===== src/rtl/pc_fetch_unit.sv =====
// Program-counter register and instruction-fetch sequencer (IDLE/FETCH/HOLD/HALT/ERR).
// Optional FETCH_ALIGN_CHECK_EN: a misaligned curPC on FETCH entry suppresses imem_req and raises fetch_err.
module pc_fetch_unit #(
    parameter logic [31:0] RESET_PC       = 32'h0000_0000,
    parameter int unsigned TIMEOUT_CYCLES = 255
) (
    input  logic        CLK,
    input  logic        Reset,
    input  logic [31:0] nextPC,
    input  logic        PCWre,
    input  logic        imem_ack,
    input  logic [31:0] imem_rdata,
    input  logic        inst_ready,
    output logic [31:0] curPC,
    output logic        imem_req,
    output logic [31:0] imem_addr,
    output logic [31:0] inst,
    output logic        inst_valid,
    output logic        fetch_err,
    output logic        busy
);

    typedef enum logic [2:0] {
        S_IDLE,
        S_FETCH,
        S_HOLD,
        S_HALT,
        S_ERR
    } state_t;

    localparam logic [7:0] TMO_LAST = 8'(TIMEOUT_CYCLES - 1);

    state_t      r_state;
    state_t      w_next;
    logic [31:0] r_cur_pc;
    logic [31:0] r_inst;
    logic [7:0]  r_tmo_cnt;
    logic        r_fetch_err;
    logic        w_misaligned;
    logic        w_req;
    logic        w_capture;
    logic        w_load_pc;
    logic        w_set_err;

`ifdef FETCH_ALIGN_CHECK_EN
    assign w_misaligned = (r_cur_pc[1:0] != 2'b00);
`else
    assign w_misaligned = 1'b0;
`endif

    // NOTE: sequential state uses non-blocking assignments so every register samples pre-edge values.
    always_ff @(posedge CLK or negedge Reset) begin
        if (!Reset) r_state <= S_IDLE;
        else        r_state <= w_next;
    end

    // NOTE: every output of this block gets a default first, so no path can infer a latch.
    always_comb begin
        w_next    = r_state;
        w_req     = 1'b0;
        w_capture = 1'b0;
        w_load_pc = 1'b0;
        w_set_err = 1'b0;
        case (r_state)
            S_IDLE: w_next = S_FETCH;
            S_FETCH: begin
                if (w_misaligned) begin
                    w_set_err = 1'b1;
                    w_next    = S_ERR;
                end else begin
                    w_req = 1'b1;
                    // Ack takes priority over a timeout firing in the same cycle.
                    if (imem_ack) begin
                        w_capture = 1'b1;
                        w_next    = S_HOLD;
                    end else if (r_tmo_cnt == TMO_LAST) begin
                        w_set_err = 1'b1;
                        w_next    = S_ERR;
                    end
                end
            end
            S_HOLD: begin
                if (inst_ready) begin
                    if (PCWre) begin
                        w_load_pc = 1'b1;
                        w_next    = S_FETCH;
                    end else begin
                        w_next = S_HALT;
                    end
                end
            end
            S_HALT: begin
                if (PCWre) begin
                    w_load_pc = 1'b1;
                    w_next    = S_FETCH;
                end
            end
            S_ERR:   w_next = S_ERR;
            default: w_next = S_IDLE;
        endcase
    end

    always_ff @(posedge CLK or negedge Reset) begin
        if (!Reset) begin
            r_cur_pc    <= RESET_PC;
            r_inst      <= 32'h0;
            r_tmo_cnt   <= 8'h0;
            r_fetch_err <= 1'b0;
        end else begin
            if (w_load_pc) r_cur_pc <= nextPC;
            if (w_capture) r_inst <= imem_rdata;
            if (w_set_err) r_fetch_err <= 1'b1;
            if (r_state == S_FETCH && w_next == S_FETCH) r_tmo_cnt <= r_tmo_cnt + 8'h1;
            else                                         r_tmo_cnt <= 8'h0;
        end
    end

    assign curPC      = r_cur_pc;
    assign imem_addr  = {r_cur_pc[31:2], 2'b00};
    assign imem_req   = w_req;
    assign inst       = r_inst;
    assign inst_valid = (r_state == S_HOLD);
    assign fetch_err  = r_fetch_err;
    assign busy       = (r_state == S_FETCH) || (r_state == S_HOLD);

endmodule


===== config.mk =====
export PLATFORM = sky130hd
export DESIGN_NAME = pc_fetch_unit
export DESIGN_NICKNAME = d
export VERILOG_FILES = /design/src/rtl/pc_fetch_unit.sv
export SDC_FILE = /design/constraint.sdc
export NUM_CORES = 1
export LEC_CHECK = 0
export CAP_MARGIN = 20
export CORE_ASPECT_RATIO = 1.75
export CORE_MARGIN = 5
export CORE_UTILIZATION = 36
export CTS_CLUSTER_DIAMETER = 60
export DETAILED_ROUTE_END_ITERATION = 16
export PLACE_DENSITY = 0.81
export SETUP_SLACK_MARGIN = 0.15
export SYNTH_ARGS = -nofsm -noshare
export SYNTH_HDL_FRONTEND = slang
export SYNTH_SLANG_ARGS = --single-unit
export TNS_END_PERCENT = 50

===== constraint.sdc =====
create_clock -name CLK -period 1.47 [get_ports CLK]
set_input_delay 0.2205 -clock CLK [delete_from_list [all_inputs] [get_ports CLK]]
set_output_delay 0.2205 -clock CLK [all_outputs]
set_load 0.005 [all_outputs]

* Word-level counts from Yosys, hierarchy flattened *
Index checks and enable logic that the tools add are counted.
Widths: inputs -> output; s select.

word-level totals
  bits in registers = 76
  input port bits = 69
  word-level logic and storage cells = 31

operators by class
  add/subtract/negate cells = 1
  equality and inequality tests = 6
  mux-type cells = 16
  reductions and logical operators = 3

operators by type and width
  kind                 number
  $pmux 3 s5           1
  $mux 3               4
  $add 8x1->8 const B  1
  $eq 8x8->1 const B   1
  $mux 1               8
  $mux 8               1
  $eq 3x1->1 const B   2
  $eq 3x2->1 const B   2
  $eq 3x3->1 const B   1
  $logic_not 3->1      1
  $mux 2               1
  $pmux 1 s2           1
  $logic_and 1x1->1    1
  $logic_or 1x1->1     1

* Longest topological paths before layout *
  depth after elaboration = 7
  gate-level depth with buffers = 5
  gate-level depth less buffers = 5

* Least setup slack after synthesis *
Ideal clock, no wire load.

  path type = reg-to-reg
  from = register r_state[2]
  to = register r_inst[10], in the netlist inst[10]
  data arrival time = 1.356 ns
  data required time = 1.343 ns
  setup slack = -0.014 ns
  stages on the path, launching flop included = 6
  clock period less this slack = 1.484 ns
  path through = dfrtp_1 nor3b_2 and2_1 buf_4 buf_6 mux2_1

between the ends
  word-level cells in the longest chain between the ends = 2

RTL lines
  element                   RTL line  RTL
  start: declaration        33        state_t r_state;
  start signal: assignment  54        else r_state <= w_next;
  $eq 3x1->1                64        case (r_state)
  $mux 1                    64
  end signal: assignment    111       if (w_capture) r_inst <= imem_rdata;
  end: declaration          36        logic [31:0] r_inst;

Every way passes these cells.
A chain may end at the register's enable or synchronous reset.

* Worst setup path in the final report *
  from = register r_state[2]
  to = register r_inst[14], in the netlist inst[14]

Same word-level chain as after synthesis.

==> run summary <==
The post-route cell area is 5580 sq um. In this run, synthesis inferred 0 flip-flops with an integrated enable. STA puts the critical path data arrival time at 1.88 ns. The remaining antenna violation count after routing is 0. The number of antenna diodes in the final layout is 0. The largest fanout on the critical path is 16. Measured along the y axis, the die boundary spans 136 um. The starting utilization of the core area came out at 0.362. The total area inside the core boundary comes to 8980 sq um. The fraction of final layout cells with drive strength greater than 1 came out at 0.254. The post-route non-filler standard cell count is 522. After synthesis, the cell types taking the most area are sky130_fd_sc_hd__dfrtp_1 (58%), sky130_fd_sc_hd__mux2_2 (11%), sky130_fd_sc_hd__mux2_1 (11%).

The worst hold-check path type is input pin to async pin. The floorplan step defined a die boundary enclosing 11,100 sq um. The first global-routing pass estimated 14.2 mm of wire.

The number of cells after detailed placement is 490. The type of origin of the critical path is a flop. The number of global-route vias before repair was 2,666.

The worst-case clock skew came out at 0.00687 ns. The number of buffers between clock root and the deepest sink is 2. The internal portion of total power came out at 8.18 mW. The hold violation total from the final report is 0. The post-synthesis sequential area ratio is 0.585. The routability congestion estimate is 0.760. Dividing the final minimum period by the clock period gives 1.14. The leftover overflow at the end of global routing came out at 0. Setup violations remaining at the end of the flow were counted as 67. In the synthesized netlist the dominant register cell turns out to be sky130_fd_sc_hd__dfrtp_1.

The area growth from synthesis to final layout came out at 71.5%. The net switching power came out at 3.20 mW. The worst setup path is of the flop to flop kind. After layout, the minimum clock period comes to 1.67 ns. In the layout the commonest cells are sky130_fd_sc_hd__dlygate4sd2_1 (91), sky130_fd_sc_hd__dfrtp_1 (75), sky130_fd_sc_hd__clkdlybuf4s50_1 (67).

The number of clock sinks is 76. The leakage power summed over all cells came out at 2.58 nW. The fraction of power spent switching nets is 0.281. The worst setup path is captured at a flop. For this block, the routed nets add up to 9.57 mm of wire. Clock tree synthesis selected as its root buffer the cell sky130_fd_sc_hd__clkbuf_16. The final sum of negative setup slack came out at -8.39 ns. The initial antenna violation count came out at 0. The maximum level of the CTS H-tree came out at 3. The number of cells produced by synthesis is 229.

Entering global routing, the biggest net connects 36 pins. The final reports fail on negative setup slack. The TritonCTS clock tree is yes. The detailed-route DRC error count is 0. The clock-pin slew reported for the worst setup and hold paths after clock tree synthesis is 0.06 ns. For this run, the number of Yosys warnings is 0. The overall fraction of global-route tracks in use came out at 0.174.

The global routing usage on met3 came out at 0.0293. The synthesized cell area came out at 3250 sq um. The final layout net count came out at 468. Of the total power, combinational logic draws 0.445. The synthesized area divided by synthesized cell count is 14.2 sq um. The maximum ir drop on the vdd rail is 0.00102 V. The routed length per placed instance is 18.3 um. The required time at the worst-slack endpoint came out at 1.68 ns. For this run, global-route usage on met1 was measured as 0.174. The clock insertion delay at the later pin of the skew report came out at 0.33 ns. The final worst slack is -0.204 ns. Timing analysis after detailed placement gives a worst setup slack of -0.223 ns. The met2 usage came out at 0.333. The number of cell rows came out at 46.

At the end of the flow the core is filled with cells to 0.621. The register bit total from synthesis is 76. The final number of max-transition violations is 0. The run finished, with violations left. The layer flagged by global routing as most heavily used is met2. The share of the synthesized area in the top cell type is 0.585. The proportion of power drawn by the clock network came out at 0.234. Measured along the x axis, the die boundary spans 81.8 um. The power per unit of standard cell area came out at 2040 nW/um^2. The number of max-cap violations came out at 0. The fraction of power consumed by sequential logic came out at 0.321. The share of flip-flops with an asynchronous set or reset after synthesis came out at 1.00. The standard cell area after detailed placement is 4920 sq um.

The overall via count from detail_route came out at 2,400. The post-detailed-placement half-perimeter wirelength is 6.91 mm. Of all cell types, the one taking the most synthesized area is sky130_fd_sc_hd__dfrtp_1. The via-per-instance ratio is 4.60. For this run, the top clock speed supported by timing is 0.597 GHz. 169 I/O pins were placed. The number of search-and-repair iterations in the first detailed-routing pass came out at 4. The number of CTS-inserted buffers is 9. Setup repair after global routing could not meet its margin everywhere. The number of different library cells in the post-synthesis netlist is 37.

Leaving out fill and tap cells, the most frequent cell in the layout is sky130_fd_sc_hd__dlygate4sd2_1. The detailed router finished its first iteration with 47 violations. The number of input and output port buffers inserted came out at 166.
==> kinds of logic (layout without fill, tap and decap cells) <==
kind of cell,Yosys count,count (layout),share of synthesized area
flip-flops,76,76,0.585
multiplexers,64,64,0.222
buffers and inverters,42,214,0.0950
AND/OR/NAND/NOR,27,27,0.0512
AO/OA/AOI/OAI,15,15,0.0331
adder cells (fa/ha/maj),2,2,0.00769
XOR/XNOR,2,2,0.00539
other,1,2,0.00115
==> sequential cells by signal (all words and copies together), names as in the netlist <==
name       cells
inst          32
curPC         32
fetch_err      1
r_state        3
r_tmo_cnt      8
==> worst max-delay path: stages, from the launching register on <==
cell,delay (ns)
sky130_fd_sc_hd__dfrtp_1,0.41
sky130_fd_sc_hd__buf_6,0.13
sky130_fd_sc_hd__nor3b_4,0.19
sky130_fd_sc_hd__buf_6,0.13
sky130_fd_sc_hd__and2_4,0.19
sky130_fd_sc_hd__buf_12,0.16
sky130_fd_sc_hd__mux2_1,0.34
==> power by group through the flow <==
stage / logic [mW] / registers, mW / clock network [mW]
after floorplan: 1.99 / 3.70 / 0
after global placement: 4.87 / 3.66 / 0
after detailed placement: 5.00 / 3.73 / 0
after CTS: 4.97 / 3.66 / 2.73
after global routing: 5.39 / 3.79 / 2.83
final: 5.06 / 3.66 / 2.66
==> synth_stat cells (2+ instances only) <==
cell type and count:
sky130_fd_sc_hd__a21oi_1 4, sky130_fd_sc_hd__a31oi_1 2, sky130_fd_sc_hd__buf_2 4, sky130_fd_sc_hd__buf_4 33
sky130_fd_sc_hd__buf_6 3, sky130_fd_sc_hd__dfrtp_1 76, sky130_fd_sc_hd__ha_1 2, sky130_fd_sc_hd__inv_1 2
sky130_fd_sc_hd__mux2_1 31, sky130_fd_sc_hd__mux2_2 33, sky130_fd_sc_hd__nand3_1 3, sky130_fd_sc_hd__nor2_1 8
sky130_fd_sc_hd__nor3b_1 2, sky130_fd_sc_hd__o21ai_0 2, sky130_fd_sc_hd__o31ai_1 2
==> metal layers <==
metal / part of all wire / vias up
met3: 0.041 / 17
met2: 0.60 / 64
met4: 0.027 / 0
li1: - / 1106
met5: 0 / -
met1: 0.33 / 1213
==> what timing repair did <==
item                                   CTS  global route
pin swaps                                4             0
gates resized for setup                161            19
setup buffers                           12             0
endpoints found under the hold margin   22             0
gates cloned                             3             0
setup endpoints to repair              173            80
hold buffers                             1             0
==> final timing paths <==
kind	from	cells past startpoint	slack, ns	end
setup / recovery	r_state[2]$_DFF_PN0_	6	-0.20	inst[14]$_DFFE_PN0P_
hold / removal	Reset	2	0.35	inst[11]$_DFFE_PN0P_
setup reg to reg	r_state[2]$_DFF_PN0_	6	-0.20	inst[14]$_DFFE_PN0P_
hold reg to reg	fetch_err$_DFFE_PN0P_	1	0.46	fetch_err$_DFFE_PN0P_
max in group asynchronous	Reset	3	0.56	curPC[19]$_DFFE_PN0P_
min in group CLK	fetch_err$_DFFE_PN0P_	1	0.46	fetch_err$_DFFE_PN0P_
==> metrics by stage <==
| stage | hold slack (ns) | power, mW |
|---|---|---|
| after detailed placement | 0.147 | 8.72 |
| after global routing | 0.356 | 12.0 |
| final | 0.345 | 11.4 |
| after floorplan | -0.0751 | 5.70 |
| after global placement | 0.142 | 8.53 |
| after CTS | 0.340 | 11.4 |
==> final cells by class <==
| class | count | area [sq um] |
|---|---|---|
| clock buffer | 10 | 229 |
| clock inverter | 6 | 136 |
| fill | 733 | 3400 |
| inverter | 2 | 7.51 |
| multi-input combinational | 112 | 1230 |
| sequential | 76 | 1900 |
| tap | 120 | 150 |
| timing repair buffer | 196 | 1920 |
(Power assumes the default switching activity.)
